$ cat src/rtl/vx_operands_dispatch.sv
// vx_operands_dispatch: 2-entry elastic buffer routing operand packets to execute lanes, with matrix-group locking; VX_DISPATCH_PERF_EN builds perf counters
module vx_operands_dispatch #(
    parameter int NUM_EX = 4,
    parameter int PERF_W = 32,
    parameter int DATA_W = 48
) (
    input  logic                     clk,
    input  logic                     reset,
    input  logic                     operands_valid,
    input  logic [DATA_W-1:0]        operands_data,
    output logic                     operands_ready,
    output logic [NUM_EX-1:0]        dispatch_valid,
    output logic [DATA_W-1:0]        dispatch_data,
    input  logic [NUM_EX-1:0]        dispatch_ready,
    output logic                     grp_active,
    output logic                     grp_err,
    output logic [NUM_EX*PERF_W-1:0] perf_issued,
    output logic [PERF_W-1:0]        perf_stalls
);
    typedef enum logic {IDLE, GROUP} state_t;
    state_t state, state_n;
    logic [DATA_W-1:0] mem [2];
    logic rd_ptr, wr_ptr;
    logic [1:0] count, count_n;
    logic [3:0] rem, gex, h_ex, h_cnt;
    logic [7:0] gid, h_id;
    logic head_valid, legal, match, push, pop, drop, fire;
    assign head_valid = count != 2'd0;
    assign dispatch_data = head_valid ? mem[rd_ptr] : '0;
    assign h_ex = dispatch_data[3:0];
    assign h_id = dispatch_data[11:4];
    assign h_cnt = dispatch_data[15:12];
    assign legal = 32'(h_ex) < NUM_EX;
    assign match = state == IDLE || (h_id == gid && h_ex == gex);
    assign drop = head_valid && !legal;
    assign fire = |(dispatch_valid & dispatch_ready);
    assign pop = fire || drop;
    assign push = operands_valid && operands_ready;
    assign count_n = count + 2'(push) - 2'(pop);
    // FIFO storage; contents are only visible while count marks them valid
    always_ff @(posedge clk) begin
        if (push) mem[wr_ptr] <= operands_data;
    end
    // FIFO pointers, registered ready and sticky illegal-type flag
    always_ff @(posedge clk or negedge reset) begin
        if (!reset) begin
            rd_ptr <= 1'b0;
            wr_ptr <= 1'b0;
            count <= 2'd0;
            operands_ready <= 1'b0;
            grp_err <= 1'b0;
        end else begin
            if (push) wr_ptr <= ~wr_ptr;
            if (pop) rd_ptr <= ~rd_ptr;
            count <= count_n;
            operands_ready <= count_n < 2'd2;
            grp_err <= grp_err || drop;
        end
    end
    // group FSM state register plus the latched group identity and remaining count
    always_ff @(posedge clk or negedge reset) begin
        if (!reset) begin
            state <= IDLE;
            rem <= 4'd0;
            gid <= 8'd0;
            gex <= 4'd0;
        end else begin
            state <= state_n;
            if (fire) rem <= (state == IDLE) ? h_cnt - 4'd1 : rem - 4'd1;
            if (fire && state == IDLE) begin
                gid <= h_id;
                gex <= h_ex;
            end
        end
    end
    // a multi-instruction pop opens a group; the pop with one left closes it
    always_comb begin
        state_n = (state == IDLE) ? ((fire && h_cnt > 4'd1) ? GROUP : IDLE)
                                  : ((fire && rem == 4'd1) ? IDLE : GROUP);
    end
    // lane select for a legal head that the group lock (if any) admits
    always_comb begin
        grp_active = state == GROUP;
        dispatch_valid = (head_valid && legal && match) ? NUM_EX'(1) << h_ex : '0;
    end
`ifdef VX_DISPATCH_PERF_EN
    // per-lane handshake counts and head-valid cycles without a pop
    always_ff @(posedge clk or negedge reset) begin
        if (!reset) begin
            perf_issued <= '0;
            perf_stalls <= '0;
        end else begin
            for (int i = 0; i < NUM_EX; i++)
                if (dispatch_valid[i] && dispatch_ready[i])
                    perf_issued[i*PERF_W +: PERF_W] <= perf_issued[i*PERF_W +: PERF_W] + PERF_W'(1);
            perf_stalls <= perf_stalls + PERF_W'(head_valid && !pop);
        end
    end
`else
    assign perf_issued = '0;
    assign perf_stalls = '0;
`endif
endmodule

$ cat config.mk
export PLATFORM = sky130hd
export DESIGN_NAME = vx_operands_dispatch
export DESIGN_NICKNAME = d
export VERILOG_FILES = /design/src/rtl/vx_operands_dispatch.sv
export SDC_FILE = /design/constraint.sdc
export NUM_CORES = 1
export LEC_CHECK = 0
export ABC_AREA = 1
export BUFFER_PORTS_ARGS = -buffer_cell sky130_fd_sc_hd__buf_2
export CELL_PAD_IN_SITES_DETAIL_PLACEMENT = 1
export CELL_PAD_IN_SITES_GLOBAL_PLACEMENT = 1
export CORE_UTILIZATION = 32
export CTS_CLUSTER_DIAMETER = 100
export DETAILED_ROUTE_END_ITERATION = 10
export GPL_TIMING_DRIVEN = 0
export PLACE_DENSITY = 0.75
export SKIP_LAST_GASP = 1
export SYNTH_ARGS = -nofsm -noshare
export SYNTH_HDL_FRONTEND = slang
export SYNTH_SLANG_ARGS = --single-unit
$ cat constraint.sdc
create_clock -name clk -period 3 [get_ports clk]
set_input_delay 0.6 -clock clk [delete_from_list [all_inputs] [get_ports clk]]
set_output_delay 0.6 -clock clk [all_outputs]
set_load 0.005 [all_outputs]
## Word level (Yosys, flattened, before mapping)

Memory sizes are Yosys's and may differ from the RTL's.
Cells that the tools add are included.

| storage, ports and cells | value |
|---|---|
| bits in registers | 23 |
| bits in writable memories | 96 |
| word-level logic and storage cells | 47 |
| memories | 1 |

| cells by class | value |
|---|---|
| add/subtract/negate cells | 4 |
| order comparisons | 3 |
| eq/ne operators | 3 |
| shift operators | 1 |
| mux-type cells | 8 |
| bitwise operators | 4 |
| reductions and logical operators | 14 |

Memory list:

| name | depth | bits a word | rd ports | clocked after memory_dff | write ports | RTL line | source |
|---|---|---|---|---|---|---|---|
| mem | 2 | 48 | 1 | 0 | 1 | 22 | `logic [DATA_W-1:0] mem [2];` |

Operators by type and width:

| operator | number |
|---|---|
| $mux 48 | 1 |
| $eq 8x8->1 | 1 |
| $logic_and 1x1->1 | 8 |
| $mux 4 | 2 |
| $sub 4x1->4 const B | 2 |
| $mux 1 | 5 |
| $and 4x4->4 | 1 |
| $eq 4x1->1 const B | 1 |
| $eq 4x4->1 | 1 |
| $gt 4x1->1 const B | 1 |
| $lt 4x3->1 const B | 1 |
| $reduce_or 4->1 | 1 |
| $shl 1x4->4 const A | 1 |
| $logic_or 1x1->1 | 3 |
| $not 1->1 | 3 |
| $add 2x1->2 | 1 |
| $lt 2x2->1 const B | 1 |
| $reduce_bool 2->1 | 1 |
| $sub 2x1->2 | 1 |
| $logic_not 1->1 | 1 |

## Logic depth before layout (Yosys ltp)

| logic depth | value |
|---|---|
| depth in word-level cells | 12 |
| depth in mapped cells | 21 |
| mapped depth without buffers | 20 |

## Worst setup path before layout

No wires, ideal clock.

| timing path | value |
|---|---|
| path type | input -> register |
| from | input port operands_valid |
| to | memory mem[0][0] (enable) |
| arrival | 2729 ps |
| slack | -183 ps |
| cell stages on the path | 2 |
| path buffers | 0 |
| cells stage by stage | nand2_1 nor2_1 |

| between the ends | value |
|---|---|
| cells in the longest elaborated chain, start to end | 3 |

Ends and longest elaborated chain:

| element | RTL line | source |
|---|---|---|
| start: declaration | 9 | `input logic operands_valid,` |
| $logic_and 1x1->1 | 38 | `assign push = operands_valid && operands_ready;` |
| $mux 1 | 42 | `if (push) mem[wr_ptr] <= operands_data;` |
| $mux 1 (implied by the code) | 42 |  |
| end: declaration | 22 |  |

Every way passes these cells.

## Worst setup path after layout

| timing path | value |
|---|---|
| from | register rd_ptr |
| to | output port dispatch_valid[1] |

| between the ends | value |
|---|---|
| cells in the longest elaborated chain, start to end | 7 |
| elaborated cells on any way between the ends | 11 |
| those cells by class | 1 x order compare; 2 x eq/ne; 1 x shift; 2 x mux; 4 x reduce/logical; 1 x memory |

Ends and longest elaborated chain:

| element | RTL line | source |
|---|---|---|
| start: declaration | 23 | `logic rd_ptr, wr_ptr;` |
| start signal: assignment | 54 | `if (pop) rd_ptr <= ~rd_ptr;` |
| $mem_v2 2x48 (*) | - |  |
| $mux 48 (*) | 29 | `assign dispatch_data = head_valid ? mem[rd_ptr] : '0;` |
| branches (longest 4 deep; another with $lt 4x3->1) | - |  |
| $mux 4 (*) | 84 | `dispatch_valid = (head_valid && legal && match) ? NUM_EX'(1) << h_ex : '0;` |
| end: declaration | 12 | `output logic [NUM_EX-1:0] dispatch_valid,` |

Every way passes the cells marked *.

==> results.tsv <==
stage	metric	value	unit
routing	drc	0	
timing	final_max_slew_viol_count	0	
status	status	finished clean	
timing	relSlewSlack	46.3	%
logic_synthesis	ys_top_cells_by_area	edfxtp_1, buf_4, nand2_1	
logic_synthesis	ys_ff_latch	119	
timing	period_share	94.9	%
clock_tree	clock-sinks	119	
logic_synthesis	synth_cells	656	
critical_path	timing.rr.start	rd_ptr	
final_layout	register_area	3460	sq um
worst_hold_path	worstHoldPathType	input pin to async pin	
critical_path	rrSetupSlack	0.15	ns
placement	dpl_worst_slack	0.113	ns
clock_tree	insertion_delay	0.41	ns
critical_path	reg2regPathDepth	20	
floorplanning	io_pins	270	
global_route	antenna_found_initial	1	
final_layout	multiInputGateArea	2090	sq um
timing	fmax	351	MHz
power	ir_worst_vdd	0.403	mV
timing	fin_worst_skew	0.00780	ns
clock_tree	cts-root-buf	clkbuf_16	
timing	finalWorstSetupSlack	0.153	ns
routing	ant_nets	0	
floorplanning	die_area	20500	sq um
placement	gp_congestion	0.789	
clock_tree	clkTransAtPathRegs	0.06	ns
critical_path	worst-setup-path-type	register to output port	
power	leakagePower	4.48	nW
critical_path	max_stage_delay	0.44	ns
critical_path	rr_endpoint	operands_ready	
routing	routedWlPerCell	13.2	um
timing	tns	0	ns
global_route	grt_pass1_wl	24.2	mm
job	cap_viol_max_count	0	
routing	vias_per_cell	3.94	
critical_path	startpoint_type	register	
final_layout	diodes	0	
placement	numPortBuffers	109	
floorplanning	die_h	143	um
critical_path	crit_path_cell_trace	clkinv_4 > buf_8 > nand2_2 > nand4_1 > nand2_1 > nand2_1 > nor2_1 > nand3_1 > nand2_2 > nand2_4 > nor3_4 > buf_2	
routing	drt_pass1_iterations	6	
global_route	grt_pass1_vias	4736	
logic_synthesis	synth.cells.most_frequent	nand2_1, buf_4, edfxtp_1	
power	power_density	885	nW/um^2
logic_synthesis	yosysSeqAreaShare	54.2	%
timing	grt_setup_unrepaired	yes	
floorplanning	rows	51	
clock_tree	cts-hold-fix-buffers	0	
global_route	grt_max_degree	28	
logic_synthesis	synth.avg_cell_area	9.73	sq um
timing	fin_crit	2.85	ns
placement	dpl.hpwl	12.0	mm
final_layout	area_growth	36.2	%
logic_synthesis	synthFlopType	edfxtp_1	
logic_synthesis	synth_top_area_cell	edfxtp_1	
logic_synthesis	yosys_warnings	0	
global_route	overflow	0	
floorplanning	die-width	143	um
global_route	grt_usage	15.8	%
final_layout	drive_gt1_share	36.6	%
logic_synthesis	ys_async_sr_fraction	19.3	%
critical_path	critPathCaptureType	output port	
critical_path	arrival	2.25	ns
logic_synthesis	synth_edf_count	96	
floorplanning	core	19500	sq um
routing	drtIter0Drc	91	
final_layout	fin_nets	1014	
logic_synthesis	syn_area	6380	sq um
clock_tree	tritoncts	built	
final_layout	fillCellCount	2365	
placement	dp.cells	1191	
routing	routed_wl	16.3	mm
logic_synthesis	yosysMostFrequentCell	nand2_1	
power	power	7.69	mW
timing	worst_pin_slew	0.803	ns
critical_path	crit_end	dispatch_valid[1]	
logic_synthesis	synth_cell_types	30	
critical_path	crit_start	rd_ptr	
floorplanning	start_util	32.7	%
clock_tree	htree_levels	4	
critical_path	critPathSlowestCell	dfrtp_2	
critical_path	cp_max_fo	5	
timing	hold_viol_final	0	
critical_path	critPathRequiredTime	2.40	ns
final_layout	stdcell_count	1231	
clock_tree	numCtsBuffers	17	
timing	setup_violations	0	
routing	num_vias	4852	
logic_synthesis	synth_top_area_share	45.2	%
clock_tree	cts.path.max_buffers	2	
worst max-delay path: cells and delay by family, from the launching register on:
kind                   cells  cell delay (ns)
and+or+nand+nor            9             1.02
DFF                        1             0.44
buffers and inverters      3             0.38
layout make-up:
cell class | count | area share (%)
clock buffers | 17 | 4.89
multi-input cells | 459 | 24.0
clock inverters | 15 | 2.02
flip-flops and latches | 119 | 39.8
plain buffers | 178 | 15.2
repair buffers | 119 | 7.63
inverters | 59 | 2.62
well taps | 265 | 3.82
stage by stage:
stage	util, %	hold WS (ns)	cell area (sq um)
finish	44.5	0.189	8690
CTS	43.8	0.191	8550
detailed placement	40.5	0.454	7910
global route	44.5	0.214	8690
floorplan	-	0.304	6980
global placement	40.2	0.446	7860
logic make-up after synthesis:
| group | after synthesis | synth area share [%] |
|---|---|---|
| compound gates | 46 | 3.71 |
| xor+xnor | 6 | 0.824 |
| fa+ha+maj | 6 | 1.18 |
| buf+inv | 237 | 24.0 |
| flops | 119 | 54.2 |
| mux | 1 | 0.157 |
| other cells | 1 | 0.0588 |
| simple gates | 240 | 15.9 |
worst min-delay path by stage:
stage | end | slack, ns | cells after the start
6_report | gid[0] | 0.19 | 1
5_1_grt | gid[0] | 0.21 | 1
4_1_cts | gid[0] | 0.19 | 1
3_5_place_dp | grp_err | 0.45 | 2
3_3_place_gp | grp_err | 0.45 | 2
2_1_floorplan | count[0] | 0.30 | 0
per-layer routing:
metal | vias up | track usage, % | part of all wire, %
met5 | - | 0 | 0.080
met1 | 2240 | 16.4 | 37
met4 | 2 | 5.60 | 1.3
met2 | 199 | 29.0 | 52
met3 | 18 | 5.87 | 9.9
li1 | 2393 | - | -
sequential cells by signal, indices dropped and copies added (netlist names):
register and flops:
grp_err 1, gid 8, operands_ready 1, wr_ptr 1
mem 96, rem 4, rd_ptr 1, gex 4
grp_active 1, count 2
what timing repair did:
action,in CTS,in global routing
resized for setup,9,23
pin swaps,1,9
setup endpoints to repair,4,20
buffers inserted,1,6
cloned,0,1
placed cells by master, fill, tap and decap left out, types with 18 or more instances in the layout:
master	netlist	layout
buf_2	4	112
conb_1	1	160
a21oi_1	35	35
nand3_1	24	23
clkbuf_16	0	18
nand2_1	171	160
inv_1	54	54
dfrtp_1	23	22
edfxtp_1	96	96
buf_4	161	168
power breakdown:
group | leakage (nW) | switching [mW] | total [mW] | internal (mW)
combinational | 3.03 | 2.02 | 3.23 | 1.21
sequential | 1.16 | 0.178 | 2.39 | 2.21
clock | 0.290 | 0.758 | 2.07 | 1.31
(Power assumes the default switching activity.)
